**config.mk**
```make
export PLATFORM = sky130hd
export DESIGN_NAME = bf16_pack
export DESIGN_NICKNAME = d
export VERILOG_FILES = /design/src/rtl/bf16_pack.sv
export SDC_FILE = /design/constraint.sdc
export NUM_CORES = 1
export LEC_CHECK = 0
export ABC_AREA = 1
export CORE_MARGIN = 5
export CORE_UTILIZATION = 55
export DETAILED_ROUTE_END_ITERATION = 8
export DONT_BUFFER_PORTS = 1
export PLACE_DENSITY_LB_ADDON = 0.08
export SYNTH_ARGS = -nofsm -noshare
export SYNTH_HDL_FRONTEND = slang
export SYNTH_SLANG_ARGS = --single-unit
```
**constraint.sdc**
```tcl
create_clock -name clk_i -period 1.1 [get_ports clk_i]
set_clock_uncertainty 0.15 [all_clocks]
set_input_delay 0.22 -clock clk_i [delete_from_list [all_inputs] [get_ports clk_i]]
set_output_delay 0.22 -clock clk_i [all_outputs]
set_load 0.005 [all_outputs]
```
**src/rtl/bf16_pack.sv**
```systemverilog
// rtl/bf16_pack.sv - FP32 to BF16 round-to-nearest-even packer with BF16 to FP32 widener
//
// Two independent single-cycle paths share only the clock and reset.
//   clk_i           rising-edge clock
//   rst_ni          asynchronous active-low reset, clears every output register
//   pack_valid_i    f32_i carries an operand this cycle
//   f32_i[31:0]     binary32 operand to narrow
//   unpack_valid_i  bf16_i carries an operand this cycle
//   bf16_i[15:0]    bfloat16 operand to widen
//   pack_valid_o    bf16_o / inexact_o / overflow_o hold a fresh result
//   bf16_o[15:0]    rounded bfloat16 result
//   inexact_o       discarded low half was nonzero (never set for NaN)
//   overflow_o      finite operand rounded up to +/-Inf
//   unpack_valid_o  f32_o holds a fresh result
//   f32_o[31:0]     exact binary32 widening of bf16_i
// Data and flag registers only load on a valid cycle and otherwise hold.

module bf16_pack (
    input  logic        clk_i,
    input  logic        rst_ni,
    input  logic        pack_valid_i,
    input  logic [31:0] f32_i,
    input  logic        unpack_valid_i,
    input  logic [15:0] bf16_i,
    output logic        pack_valid_o,
    output logic [15:0] bf16_o,
    output logic        inexact_o,
    output logic        overflow_o,
    output logic        unpack_valid_o,
    output logic [31:0] f32_o
);

    logic        exp_max;
    logic        is_nan;
    logic        round_up;
    logic [14:0] rounded_mag;
    logic [15:0] pack_d;
    logic        inexact_d;
    logic        overflow_d;

    always_comb begin
        exp_max  = &f32_i[30:23];
        is_nan   = exp_max & (|f32_i[22:0]);
        // RNE: round up when guard is set and either sticky or lsb is set (tie -> even).
        round_up = f32_i[15] & ((|f32_i[14:0]) | f32_i[16]);
        // Rounding only touches exponent+mantissa; the sign bit is carried across
        // untouched. A mantissa carry ripples into the exponent, so 0x7F7F+1 -> 0x7F80.
        rounded_mag = f32_i[30:16] + {14'd0, round_up};

        if (is_nan) begin
            // Quiet bit forced so a signalling NaN whose payload sits only in
            // the discarded half cannot collapse into Inf.
            pack_d = {f32_i[31], 8'hFF, 1'b1, f32_i[21:16]};
        end else begin
            pack_d = {f32_i[31], rounded_mag};
        end

        inexact_d  = ~is_nan & (|f32_i[15:0]);
        // Inf inputs never round (low half zero), so exp_max excludes them here.
        overflow_d = ~exp_max & (&rounded_mag[14:7]);
    end

    always_ff @(posedge clk_i or negedge rst_ni) begin
        if (!rst_ni) begin
            pack_valid_o <= 1'b0;
            bf16_o       <= 16'h0000;
            inexact_o    <= 1'b0;
            overflow_o   <= 1'b0;
        end else begin
            pack_valid_o <= pack_valid_i;
            if (pack_valid_i) begin
                bf16_o     <= pack_d;
                inexact_o  <= inexact_d;
                overflow_o <= overflow_d;
            end
        end
    end

    always_ff @(posedge clk_i or negedge rst_ni) begin
        if (!rst_ni) begin
            unpack_valid_o <= 1'b0;
            f32_o          <= 32'h0000_0000;
        end else begin
            unpack_valid_o <= unpack_valid_i;
            if (unpack_valid_i) begin
                f32_o <= {bf16_i, 16'h0000};
            end
        end
    end

endmodule

```
==> report_table.html <==
<table>
<tr><th>Metric</th><th>Value</th></tr>
<tr><th colspan="2">Power</th></tr>
<tr><td>Lkg Pwr</td><td>1.20 nW</td></tr>
<tr><td>Share of power burned in combinational logic</td><td>13.2%</td></tr>
<tr><td>Power density cells</td><td>1110 nW/um2</td></tr>
<tr><td>Internal power summed over all cells</td><td>0.00217 W</td></tr>
<tr><td>Fraction of power spent switching nets</td><td>between 20% and 30%</td></tr>
<tr><td>Part of the power in registers</td><td>54.5%</td></tr>
<tr><td>Switching power of the nets</td><td>0.000669 W</td></tr>
<tr><td>Power share of the clock group</td><td>between 30% and 40%</td></tr>
<tr><td>Maximum vdd drop</td><td>514 uV</td></tr>
<tr><td>Total design power</td><td>0.00284 W</td></tr>
<tr><th colspan="2">Detailed routing</th></tr>
<tr><td>Length of routed met2 wiring</td><td>2140 um</td></tr>
<tr><td>Drt pass-1 iters</td><td>4</td></tr>
<tr><td>Detailed-route wire length on metal 1</td><td>about 1900 um</td></tr>
<tr><td>Residual DRC count</td><td>0</td></tr>
<tr><td>Detail Route Antenna Nets</td><td>0</td></tr>
<tr><td>Top Metal Used</td><td>met4</td></tr>
<tr><td>Initial DRC count</td><td>68</td></tr>
<tr><td>Sum of met3 wire segment lengths after detailed routing</td><td>496 um</td></tr>
<tr><td>Number of vias in the routed layout</td><td>1717</td></tr>
<tr><td>Avg Vias per Cell</td><td>5.04</td></tr>
<tr><td>Routed wire per std cell</td><td>13.6 um</td></tr>
<tr><td>Drt total wl</td><td>4630 um</td></tr>
<tr><th colspan="2">Yosys</th></tr>
<tr><td>Yosys synthesis warning count</td><td>0</td></tr>
<tr><td>Number of distinct library cells after synthesis</td><td>26</td></tr>
<tr><td>Cell count after synthesis</td><td>256</td></tr>
<tr><td>Syn Std Cell Area</td><td>around 2000 um2</td></tr>
<tr><td>Number of synthesized register bits</td><td>36</td></tr>
<tr><td>Sequential element share of the synthesized area</td><td>44.1%</td></tr>
<tr><td>Mean Syn Cell Area</td><td>~8 um2</td></tr>
<tr><th colspan="2">Clock tree</th></tr>
<tr><td>Hold-fix buffer count after cts</td><td>17</td></tr>
<tr><td>Clock sinks</td><td>36</td></tr>
<tr><td>TritonCTS buffer count</td><td>5</td></tr>
<tr><td>Later-pin clock latency in the skew report</td><td>around 0.28 ns</td></tr>
<tr><td>Max H-tree Level</td><td>2</td></tr>
<tr><td>Clock tree from TritonCTS</td><td>built</td></tr>
<tr><td>Clock transition at the registers of the reported paths</td><td>approximately 0.06 ns</td></tr>
<tr><td>Root Buffer</td><td>sky130_fd_sc_hd__clkbuf_8</td></tr>
<tr><td>Clock Path Buffers</td><td>2</td></tr>
<tr><th colspan="2">Cells and area</th></tr>
<tr><td>Layout cells sized above 1</td><td>25.3%</td></tr>
<tr><td>Most frequent cells in the layout</td><td>sky130_fd_sc_hd__nand2_1 (72), sky130_fd_sc_hd__dfrtp_1 (36), sky130_fd_sc_hd__nor2_1 (31)</td></tr>
<tr><td>Post-layout net count</td><td>345</td></tr>
<tr><td>Leading cell type in the layout, fill and taps excluded</td><td>sky130_fd_sc_hd__nand2_1</td></tr>
<tr><td>Area growth from synthesis to layout</td><td>24.8%</td></tr>
<tr><td>Number of inserted diodes</td><td>0</td></tr>
<tr><th colspan="2">Die</th></tr>
<tr><td>Number of I/O pins</td><td>between 100 and 150</td></tr>
<tr><td>Placement row count</td><td>22</td></tr>
<tr><td>Die area</td><td>5040 um2</td></tr>
<tr><td>Initial Utilization</td><td>between 50% and 60%</td></tr>
<tr><td>Core outline area</td><td>3630 um2</td></tr>
<tr><td>Die Y</td><td>71.0 um</td></tr>
<tr><td>Die X</td><td>just over 70 um</td></tr>
<tr><th colspan="2">Worst setup path</th></tr>
<tr><td>Kind of capture point of the worst setup path</td><td>flop</td></tr>
<tr><td>Data arrival time of the worst path</td><td>roughly 1.1 ns</td></tr>
<tr><td>Worst stage delay on the critical path</td><td>0.15 ns</td></tr>
<tr><td>Most common cell type on the critical path</td><td>sky130_fd_sc_hd__nand2_1</td></tr>
<tr><td>Crit Reg-Reg Startpoint</td><td>f32_o[17]$_DFFE_PN0P_</td></tr>
<tr><td>Sum of buffers and inverters on the critical path</td><td>2</td></tr>
<tr><td>Critical path required time</td><td>1.12 ns</td></tr>
<tr><td>Slowest cell on the critical path</td><td>sky130_fd_sc_hd__ha_4</td></tr>
<tr><td>Source of the critical timing path</td><td>f32_i[16]</td></tr>
<tr><td>Crit start category</td><td>primary input</td></tr>
<tr><td>Top delay family on crit path</td><td>simple AND/OR/NAND/NOR gates</td></tr>
<tr><td>Cell chain of the critical path</td><td>nand2_8, inv_4, ha_4, nand2_4, nor2_4, nand4_1, nand2_2, inv_2, nand2_1, nor2_2, nand2_1, nand2_1</td></tr>
<tr><td>Highest fanout seen on the critical path</td><td>5</td></tr>
<tr><td>Worst setup path class</td><td>primary input to flop</td></tr>
<tr><th colspan="2">Global routing</th></tr>
<tr><td>First-pass GRT wire length</td><td>about 7600 um</td></tr>
<tr><td>Number of antenna violations at the first check in global routing</td><td>0</td></tr>
<tr><td>Pin count of the biggest net entering global routing</td><td>37</td></tr>
<tr><td>Total routing usage reported by global routing</td><td>around a fifth</td></tr>
<tr><td>Vias in the first global route</td><td>approximately 1.7k</td></tr>
<tr><td>Gr ovfl total</td><td>0</td></tr>
<tr><th colspan="2">Min path</th></tr>
<tr><td>Hold crit path type</td><td>primary input to async pin</td></tr>
<tr><th colspan="2">Outcome</th></tr>
<tr><td>Violated checks</td><td>negative hold slack, negative setup slack</td></tr>
<tr><td>Result of the run</td><td>complete, but fails checks</td></tr>
<tr><th colspan="2">Timing</th></tr>
<tr><td>Number of pins with negative max-slew slack in the final report</td><td>0</td></tr>
<tr><td>Setup ws final</td><td>-0.00704 ns</td></tr>
<tr><td>Post-Route Setup TNS</td><td>-0.00704 ns</td></tr>
<tr><td>Final Cycle Share</td><td>101%</td></tr>
<tr><td>Setup repair after global routing missed its margin</td><td>yes</td></tr>
<tr><td>Timing-limited maximum frequency</td><td>903 MHz</td></tr>
<tr><td>Final hold viol count</td><td>69</td></tr>
<tr><td>Minimum clock period after layout</td><td>1.11 ns</td></tr>
<tr><td>Final setup violation count</td><td>1</td></tr>
<tr><td>Hold Slack</td><td>-0.519 ns</td></tr>
<tr><th colspan="2">Placed design</th></tr>
<tr><td>Count of input and output buffers</td><td>0</td></tr>
<tr><td>Detailed placement HPWL</td><td>~3500 um</td></tr>
<tr><td>Final weighted congestion in routability-driven placement</td><td>0.808</td></tr>
<tr><th colspan="2">Job</th></tr>
<tr><td>Max-capacitance violation count</td><td>0</td></tr>
</table>
==> metal layers <==
metal	vias up	global-route usage, %
li1	859	-
met1	772	24.6
met2	80	29.4
met3	6	5.54
met4	0	6.05
met5	-	0
==> through the flow <==
step	cells	area (um2)	util, %	setup WS [ns]
2_1_floorplan	271	2210	-	-0.209
3_3_place_gp	314	2230	61.3	-0.265
3_5_place_dp	314	2230	61.3	-0.310
4_1_cts	339	2490	68.5	0.00153
5_1_grt	341	2550	70.2	-0.105
6_report	341	2550	70.2	-0.00704
==> worst paths after layout <==
kind,end,slack (ns),cells past startpoint
worst max-delay path,overflow_o$_DFFE_PN0P_,-0.007,12
worst min-delay path,inexact_o$_DFFE_PN0P_,-0.52,0
worst max register to register,f32_o[17]$_DFFE_PN0P_,0.16,1
worst min register to register,bf16_o[1]$_DFFE_PN0P_,0.37,2
max in group asynchronous,f32_o[22]$_DFFE_PN0P_,1.23,0
min in group clk_i,pack_valid_o$_DFF_PN0_,-0.18,0
==> kinds of logic after synthesis <==
logic type      after synthesis  share of synthesized area, %
buf+inv                      38                          10.4
fa+ha+maj                     1                         0.612
mux                          16                          8.81
xor+xnor                      6                          2.57
other cells                   1                         0.183
simple gates                150                          31.2
flops                        36                          44.1
compound gates                8                          2.20
==> timing repair <==
item                                    in CTS  in global routing
endpoints found under the setup margin       1                 10
setup buffers                                0                  1
pin swaps                                    1                 13
gates resized for setup                      0                 13
cloned                                       0                  1
endpoints found under the hold margin       70                 68
==> synthesized netlist by cell type <==
cell / count / area [um2]
sky130_fd_sc_hd__nand2_1: 78 / 293
sky130_fd_sc_hd__nor2_1: 40 / 150
sky130_fd_sc_hd__dfrtp_1: 36 / 901
sky130_fd_sc_hd__buf_4: 16 / 120
sky130_fd_sc_hd__mux2_2: 16 / 180
sky130_fd_sc_hd__nand3_1: 15 / 75.1
sky130_fd_sc_hd__inv_1: 14 / 52.6
sky130_fd_sc_hd__nand4_1: 5 / 31.3
sky130_fd_sc_hd__xor2_1: 5 / 43.8
sky130_fd_sc_hd__a31oi_1: 4 / 25.0
sky130_fd_sc_hd__clkbuf_1: 3 / 11.3
sky130_fd_sc_hd__nand2_2: 3 / 18.8
sky130_fd_sc_hd__nor2_2: 3 / 18.8
sky130_fd_sc_hd__o21ai_0: 3 / 15.0
sky130_fd_sc_hd__buf_2: 2 / 10.0
sky130_fd_sc_hd__nor2_4: 2 / 22.5
sky130_fd_sc_hd__nor3_1: 2 / 10.0
sky130_fd_sc_hd__a21oi_1: 1 / 5.00
sky130_fd_sc_hd__buf_6: 1 / 11.3
sky130_fd_sc_hd__clkinv_1: 1 / 3.75
sky130_fd_sc_hd__conb_1: 1 / 3.75
sky130_fd_sc_hd__ha_1: 1 / 12.5
sky130_fd_sc_hd__inv_2: 1 / 3.75
sky130_fd_sc_hd__nand3_2: 1 / 10.0
sky130_fd_sc_hd__nand3b_1: 1 / 7.51
sky130_fd_sc_hd__xnor2_1: 1 / 8.76
==> power groups by stage <==
stage	sequential, W	clock [W]	combinational, W
finish	0.00155	0.000914	0.000376
global placement	0.00157	0	0.000306
detailed placement	0.00157	0	0.000311
floorplan	0.00154	0	0.000319
global route	0.00156	0.00101	0.000422
CTS	0.00155	0.000938	0.000357
==> layout make-up <==
| class | count | area [um2] |
|---|---|---|
| clock buffers | 8 | 90.1 |
| multi-input cells | 198 | 1130 |
| inverters | 16 | 62.6 |
| flip-flops and latches | 36 | 901 |
| well taps | 48 | 60.1 |
| repair buffers | 35 | 309 |
| fillers | 307 | 1080 |
==> state kept, by name, summed over array words and instances (netlist names) <==
| signal | flops |
|---|---|
| pack_valid_o | 1 |
| overflow_o | 1 |
| bf16_o | 16 |
| f32_o | 16 |
| inexact_o | 1 |
| unpack_valid_o | 1 |
Note: power is estimated with default switching activity, not from simulation.
